File: src/rtl/fix_seq_num_alloc.sv
// fix_seq_num_alloc: allocates one BCD FIX MsgSeqNum per snooped packet and queues them for the rewrite stage.
// Optional statistics ports are enabled by defining FIX_SEQ_NUM_STATS_EN.
module fix_seq_num_alloc #(
    parameter int C_S_AXIS_DATA_WIDTH  = 256,
    parameter int C_S_AXIS_TUSER_WIDTH = 128,
    parameter int SEQ_FIFO_DEPTH_BITS  = 4
) (
    input  logic                            clk,
    input  logic                            reset,
    input  logic                            s_axis_tvalid,
    input  logic                            s_axis_tready,
    input  logic                            s_axis_tlast,
    input  logic [C_S_AXIS_TUSER_WIDTH-1:0] s_axis_tuser,
    input  logic                            seq_num_load,
    input  logic [23:0]                     seq_num_load_val,
    input  logic                            rd_fix_seq_num,
    output logic [23:0]                     fix_new_seq_num,
    output logic                            fix_seq_num_vld,
    output logic                            alloc_ready,
    output logic                            overflow_err,
    output logic                            underflow_err
`ifdef FIX_SEQ_NUM_STATS_EN
    ,
    output logic [31:0]                     fix_alloc_count,
    output logic [23:0]                     last_alloc_seq
`endif
);
    localparam int AW = SEQ_FIFO_DEPTH_BITS;
    localparam int DEPTH = 1 << AW;
    localparam int unused_data_width = C_S_AXIS_DATA_WIDTH;

    function automatic logic [23:0] bcd_inc(input logic [23:0] v);
        logic [23:0] r;
        logic c;
        r = v;
        c = 1'b1;
        for (int i = 0; i < 6; i++) begin
            if (c) begin
                if (r[i*4+:4] == 4'd9) r[i*4+:4] = 4'd0;
                else begin
                    r[i*4+:4] = r[i*4+:4] + 4'd1;
                    c = 1'b0;
                end
            end
        end
        return (r == 24'd0) ? 24'h000001 : r;
    endfunction

    logic          in_pkt_q, in_pkt_d;
    logic [23:0]   next_seq_q, next_seq_d;
    logic [AW-1:0] wr_ptr_q, wr_ptr_d, rd_ptr_q, rd_ptr_d;
    logic [AW:0]   count_q, count_d;
    logic          overflow_q, overflow_d, underflow_q, underflow_d;
    logic [23:0]   mem [DEPTH];

    logic        accepted, first, is_fix, full, empty, pop, push;
    logic [15:0] pkt_type;
    logic [23:0] base;
    logic        unused_tuser;

    assign unused_tuser = ^{s_axis_tuser[C_S_AXIS_TUSER_WIDTH-1:64], s_axis_tuser[47:0]};
    assign accepted = s_axis_tvalid & s_axis_tready;
    assign first    = accepted & ~in_pkt_q;
    assign pkt_type = s_axis_tuser[63:48];
    assign is_fix   = pkt_type inside {[16'd5:16'd8]};
    assign full     = count_q == (AW+1)'(DEPTH);
    assign empty    = count_q == '0;
    assign pop      = rd_fix_seq_num & ~empty;
    assign push     = first & (~full | pop);
    assign base     = seq_num_load ? seq_num_load_val : next_seq_q;

    assign fix_new_seq_num = mem[rd_ptr_q];
    assign fix_seq_num_vld = ~empty;
    assign alloc_ready     = ~full;
    assign overflow_err    = overflow_q;
    assign underflow_err   = underflow_q;

    // Next-state: packet tracking, sequence allocation, queue pointers and sticky errors
    always_comb begin
        in_pkt_d    = accepted ? ~s_axis_tlast : in_pkt_q;
        next_seq_d  = (push && is_fix) ? bcd_inc(base) : base;
        wr_ptr_d    = wr_ptr_q + AW'(push);
        rd_ptr_d    = rd_ptr_q + AW'(pop);
        count_d     = count_q + (AW+1)'(push) - (AW+1)'(pop);
        overflow_d  = overflow_q | (first & full & ~pop);
        underflow_d = underflow_q | (rd_fix_seq_num & empty);
    end

    // State registers with synchronous reset
    always_ff @(posedge clk) begin
        if (reset) begin
            in_pkt_q    <= 1'b0;
            next_seq_q  <= 24'h000001;
            wr_ptr_q    <= '0;
            rd_ptr_q    <= '0;
            count_q     <= '0;
            overflow_q  <= 1'b0;
            underflow_q <= 1'b0;
        end else begin
            in_pkt_q    <= in_pkt_d;
            next_seq_q  <= next_seq_d;
            wr_ptr_q    <= wr_ptr_d;
            rd_ptr_q    <= rd_ptr_d;
            count_q     <= count_d;
            overflow_q  <= overflow_d;
            underflow_q <= underflow_d;
        end
    end

    // Queue storage: contents need no reset since count gates visibility
    always_ff @(posedge clk) begin
        if (push && !reset) mem[wr_ptr_q] <= base;
    end

`ifdef FIX_SEQ_NUM_STATS_EN
    logic [31:0] fix_alloc_count_q, fix_alloc_count_d;
    logic [23:0] last_alloc_seq_q, last_alloc_seq_d;

    assign fix_alloc_count = fix_alloc_count_q;
    assign last_alloc_seq  = last_alloc_seq_q;

    // Statistics track only FIX allocations that actually entered the queue
    always_comb begin
        fix_alloc_count_d = fix_alloc_count_q + 32'(push & is_fix);
        last_alloc_seq_d  = (push && is_fix) ? base : last_alloc_seq_q;
    end

    // Statistics registers
    always_ff @(posedge clk) begin
        if (reset) begin
            fix_alloc_count_q <= '0;
            last_alloc_seq_q  <= '0;
        end else begin
            fix_alloc_count_q <= fix_alloc_count_d;
            last_alloc_seq_q  <= last_alloc_seq_d;
        end
    end
`endif
endmodule

File: config.mk
export PLATFORM = sky130hd
export DESIGN_NAME = fix_seq_num_alloc
export DESIGN_NICKNAME = d
export VERILOG_FILES = /design/src/rtl/fix_seq_num_alloc.sv
export SDC_FILE = /design/constraint.sdc
export NUM_CORES = 1
export LEC_CHECK = 0
export CAP_MARGIN = 20
export CORE_MARGIN = 4
export CORE_UTILIZATION = 35
export DETAILED_ROUTE_END_ITERATION = 7
export HOLD_SLACK_MARGIN = 0.02
export PLACE_DENSITY = 0.54
export SYNTH_ARGS = -nofsm -noshare
export SYNTH_HDL_FRONTEND = slang
export SYNTH_SLANG_ARGS = --single-unit
File: constraint.sdc
create_clock -name clk -period 9.4 [get_ports clk]
set_clock_uncertainty 0.15 [all_clocks]
set_input_delay 1.88 -clock clk [delete_from_list [all_inputs] [get_ports clk]]
set_output_delay 1.88 -clock clk [all_outputs]
set_load 0.02 [all_outputs]
==> results of run 1 <==
-- registers in the layout (all words and copies together) (netlist names) --
name           count
count_q            5
in_pkt_q           1
mem              384
next_seq_q        24
overflow_err       1
rd_ptr_q           4
underflow_err      1
wr_ptr_q           4
-- Yosys cell counts (all sizes together), types with 6 or more instances --
cell	instances
a21oi	24
buf	18
clkbuf	27
dfxtp	40
edfxtp	384
ha	10
inv	24
mux2	8
mux2i	21
mux4	120
nand2	16
nand2b	6
nand3	8
nor2	52
nor2b	11
nor3	20
nor4	11
o21ai	12
xnor2	14
-- layout make-up --
class	instances	area (µm²)	area share (%)
diodes	1	2.50	0.0122
clock buffers	60	1260	6.14
clock inverters	21	208	1.01
inverters	24	90.1	0.440
multi-input cells	395	4760	23.3
flip-flops and latches	424	12300	60.3
well taps	664	831	4.06
repair buffers	94	976	4.77
-- critical path, delay by kind of cell, from the launching register on --
family	cells	cell delay, ns
DFF	1	0.86
buffers and inverters	2	1.32
muxes	2	0.95
-- through the flow --
stage	worst slack (ns)	instance area, µm²
floorplan	4.41	17300
global placement	4.14	18900
detailed placement	4.15	19000
CTS	3.55	20400
global route	3.49	20500
finish	3.63	20500
-- kinds of logic (layout without fill, tap and decap cells) --
group                    count (synthesis)  count (layout)
buffers and inverters                   69             199
XOR/XNOR                                17              17
multiplexers                           149             149
adder cells (fa/ha/maj)                 11              11
AND/OR/NAND/NOR                        156             156
AO/OA/AOI/OAI                           62              62
flip-flops                             424             424
other                                    0               1
-- metal layers --
layer | GRT usage (%) | wire length, µm | vias up | share of wire, %
li1 | - | - | 3829 | -
met1 | 20.9 | 17700 | 4526 | 46
met2 | 23.5 | 18800 | 198 | 49
met3 | 2.49 | 1700 | 49 | 4.4
met4 | 3.52 | 598 | 0 | 1.5
met5 | 0 | 0 | - | 0
-- power by group --
part | internal (mW) | leakage, nW | switching [mW]
logic | 0.465 | 1.86 | 0.408
clock network | 1.03 | 0.712 | 0.711
registers | 2.10 | 3.82 | 0.0479
-- worst paths after layout --
| path | endpoint | cells after the start | slack (ns) | startpoint |
|---|---|---|---|---|
| worst max-delay path | fix_new_seq_num[4] | 4 | 3.63 | rd_ptr_q[1]$_SDFF_PP0_ |
| worst min-delay path | overflow_err$_SDFF_PP0_ | 2 | 0.33 | overflow_err$_SDFF_PP0_ |
| worst max register to register | count_q[4]$_SDFF_PP0_ | 12 | 6.33 | count_q[3]$_SDFF_PP0_ |
| worst min register to register | overflow_err$_SDFF_PP0_ | 2 | 0.33 | overflow_err$_SDFF_PP0_ |
==> out/results.ini, run 1 <==
[power_and_ir_drop]
static-leakage-power_nw=6.40
vdd.ir_drop.worst_mv=0.194
totalPowerFinal_mw=4.76
power_per_cell_area_mw_per_mm2=233

[hold_path]
hp-class=reg -> reg

[setup_path]
timing.critical_path.from_type=flip-flop
slowest_delay_ns=0.86
cpMostUsedCell=sky130_fd_sc_hd__mux4_2
crit_path_cell_trace=buf_4, mux4_2, mux4_2, clkdlybuf4s50_1
slowest_stage=sky130_fd_sc_hd__dfxtp_4
end_kind=output pin
arrival_ns=3.74
setup.worst_path.class=reg -> out
crit_fanout=50
worstPathRequired_ns=7.37

[synthesis]
largest_family_of_logic_cells_by_synthesized_area=multiplexers
post_synth_main_area_contributors=sky130_fd_sc_hd__edfxtp_1, sky130_fd_sc_hd__mux4_2, sky130_fd_sc_hd__dfxtp_1
synth.lib_cells_used.distinct=69
synth_xor_xnor_area_share_pct=0.860
synth_top_area_cell=sky130_fd_sc_hd__edfxtp_1
synth_top_area_share_pct=66.6
mappedNetlistArea_mm2=0.0173
async_reset_ff_share_pct=0
ys_ff_latch=424
synth-simple-area-share_pct=5.14
synthesis.area_per_instance_um2=19.5
synthMuxAreaShare_pct=17.7
synth-edff-count=384
synthAdderAreaFrac_pct=0.838
synth_warnings=0
synth_sequential_area_ratio_pct=71.2
postSynthNetCount=1058
synth_compound_area_share_pct=2.34
yosys_most_used_dff=sky130_fd_sc_hd__edfxtp_1
synthesis.instances=888

[global_route]
antenna_found_initial=1
global_route_wire_length_before_repair_mm=57.7
largest_net_degree_at_the_start_of_global_routing=90
first_global_vias=9022
grt_overflow=0
gr-usage-all-layers_pct=14.6

[placed_design]
place_hpwl_mm=21.3
port_buffers=74
gpl.final_weighted_congestion=0.722
dp_cells=1599

[cts]
ctsRootBufferMaster=sky130_fd_sc_hd__clkbuf_16
clock_tree.buffer_depth=3
cts_buffers=45
cts_htree_levels=2
postCtsSetupRepairBufs=0
total_number_of_clock_tree_sinks=424
worst_skew_pair.late_latency_ns=0.56
clock_transition_at_the_registers_of_the_reported_paths_ns=0.06
holdBufCountCts=0
clock_tree_from_tritoncts=built
cts_resized=0

[sta]
hold_viol_final=0
rsz_0062_raised_after_global_routing=no
finalWorstPathRequiredPeriod_ns=5.77
setup_viol_count_final=0
max-slew-margin-rel_pct=32.2
worst_hold_slack_ns=0.335
achievable-frequency_mhz=173
final_max_slew_viol_count=0
fin_crit_sh_pct=61.4
fin_tns_setup_ns=0
transition_time_at_the_pin_with_the_least_slew_margin_ns=1.02

[outcome]
outcome=completed

[cells_and_area]
fin_util_pct=41.8
final_layout_size_suffix_gt1_share_pct=25.8
n_fill_cell=4305
most-common-layout-cells=sky130_fd_sc_hd__edfxtp_1, sky130_fd_sc_hd__mux4_2, sky130_fd_sc_hd__clkdlybuf4s50_1
area_growth_pct=18.2
post_layout_nonfiller_instances=1683
mostFrequentLayoutCell=sky130_fd_sc_hd__edfxtp_1
design.final.nets=1154

[die]
floorplan.die_area_mm2=0.0531
num_rows=81
floorplan.initialDensity_pct=35.4
die_h_um=230
pin_count=187
die_x_um=230
core_region_area_mm2=0.0490

[drt]
num_vias=8602
final_antenna_net_count=0
finalWirelength_mm=38.8
drt_pass1_iterations=4
wire_per_inst_um=23.0
routed_via_density=5.11
drt-initial-drc-count=745
drt_drc_violations_left=0

[flow_run]
max_cap_viol_count=0

Note: power is estimated with default switching activity, not from simulation.
==> inputs of run 2 (changes only) <==
- PLACE_DENSITY: 0.54 -> 0.56
- clock period: 9.4 -> 4.6 ns (I/O delays scaled with it)
==> out/results.ini, run 2 (synthesis gave the netlist of run 1 again) <==
[outcome]
outcome=completed

[power_and_ir_drop]
vdd.ir_drop.worst_mv=0.283
static-leakage-power_nw=6.47
power_per_cell_area_mw_per_mm2=477

[cells_and_area]
post_layout_nonfiller_instances=1699
mostFrequentLayoutCell=sky130_fd_sc_hd__edfxtp_1
fin_util_pct=42.0
most-common-layout-cells=sky130_fd_sc_hd__edfxtp_1, sky130_fd_sc_hd__mux4_2, sky130_fd_sc_hd__clkdlybuf4s50_1
reg.largest.list=mem: 384 flops, next_seq_q: 24 flops, count_q: 5 flops
largest_reg_flops=384
max_flop_register=mem
final_layout_size_suffix_gt1_share_pct=27.5
design.final.nets=1169
area_growth_pct=18.7
n_diodes=0

[setup_path]
worstRegToRegCells=12
timing.critical_path.from_type=flip-flop
setup.worst_path.class=reg -> out
crit_fanout=30
worst_setup_path_endpoint=fix_new_seq_num[17]
destination_of_the_worst_register_to_register_timing_path=count_q[4]$_SDFF_PP0_
rr_startpoint=count_q[3]$_SDFF_PP0_
arrival_ns=3.14
end_kind=output pin
critPathLaunch=rd_ptr_q[0]$_SDFF_PP0_
rrSetupSlack_ns=1.47
worstPathRequired_ns=3.53

[global_route]
antenna_found_initial=2
gr-usage-all-layers_pct=14.7
use_met1_pct=21.5
grt-busiest-layer=met2
use_met2_pct=23.2
grt_overflow=0
first_global_vias=9137
largest_net_degree_at_the_start_of_global_routing=57
grtUsageMet3_pct=2.64
global_route_wire_length_before_repair_mm=58.9

[sta]
setup_viol_count_final=0
fin_crit_sh_pct=91.6
final_max_slew_viol_count=0
achievable-frequency_mhz=237
hold_viol_final=0
transition_time_at_the_pin_with_the_least_slew_margin_ns=0.811
finalWorstPathRequiredPeriod_ns=4.21
rsz_0062_raised_after_global_routing=no
max-slew-margin-rel_pct=45.9
layout_setup_ws_ns=0.388
fin_tns_setup_ns=0

[cts]
postCtsSetupRepairBufs=0
clock_tree.buffer_depth=3
cts_resized=0
total_number_of_clock_tree_sinks=424
ctsRootBufferMaster=sky130_fd_sc_hd__clkbuf_16
cts_htree_levels=2
worst_skew_pair.late_latency_ns=0.55
clock_transition_at_the_registers_of_the_reported_paths_ns=0.06
cts_buffers=46
clock_tree_from_tritoncts=built
holdBufCountCts=0

[drt]
final_antenna_net_count=0
drt_pass1_iterations=4
num_vias=8746
routed_via_density=5.15
wire_per_inst_um=22.8
drt_drc_violations_left=0
finalWirelength_mm=38.7
drt-initial-drc-count=713

[placed_design]
port_buffers=74
dp_cells=1615
place_hpwl_mm=22.2
post_place_setup_slack_ns=0.719
gpl.final_weighted_congestion=0.746

[die]
core_region_area_mm2=0.0490
pin_count=187
floorplan.initialDensity_pct=35.4
floorplan.die_area_mm2=0.0531
num_rows=81
die_x_um=230
die_h_um=230

[hold_path]
hp-class=reg -> reg

[flow_run]
max_cap_viol_count=0

run 2: worst min-delay path by stage:
stage	from	to	slack, ns	depth (start not counted)
after floorplan	in_pkt_q$_SDFFE_PP0N_	in_pkt_q$_SDFFE_PP0N_	0.34	2
final	overflow_err$_SDFF_PP0_	overflow_err$_SDFF_PP0_	0.33	2
after detailed placement	underflow_err$_SDFF_PP0_	underflow_err$_SDFF_PP0_	0.31	2
after CTS	overflow_err$_SDFF_PP0_	overflow_err$_SDFF_PP0_	0.33	2
after global routing	overflow_err$_SDFF_PP0_	overflow_err$_SDFF_PP0_	0.37	2
after global placement	underflow_err$_SDFF_PP0_	underflow_err$_SDFF_PP0_	0.31	2
run 2: metal layers:
| layer | part of all wire [%] | wire length, µm |
|---|---|---|
| met5 | 0 | 0 |
| met3 | 5.0 | 1940 |
| met1 | 46 | 17800 |
| met4 | 1.7 | 666 |
| met2 | 47 | 18300 |
run 2: worst max-delay path, stage by stage (launching register included):
cell                              delay (ns)
sky130_fd_sc_hd__dfxtp_4                0.59
sky130_fd_sc_hd__buf_12                 0.31
sky130_fd_sc_hd__mux4_2                 0.55
sky130_fd_sc_hd__mux4_2                 0.54
sky130_fd_sc_hd__clkdlybuf4s50_1        0.57
run 2: report_power, final:
part	switching (mW)	total [mW]	internal, mW
Clock	1.48	3.58	2.10
Combinational	0.850	1.84	0.986
Sequential	0.0998	4.39	4.30
run 2: through the flow:
step,hold WS [ns],instance area (µm²),power (mW)
detailed placement,0.315,19100,6.37
global route,0.367,20500,10.2
CTS,0.333,20500,9.95
finish,0.330,20500,9.81
global placement,0.308,19100,6.36
floorplan,0.338,17300,5.75
run 2: cell type report:
| class | instances | area [µm²] |
|---|---|---|
| fill | 4309 | 28400 |
| sequential | 424 | 12300 |
| multi-input combinational | 395 | 4760 |
| clock buffer | 56 | 1250 |
| timing repair buffer | 108 | 1050 |
| tap | 664 | 831 |
| clock inverter | 28 | 224 |
| inverter | 24 | 90.1 |
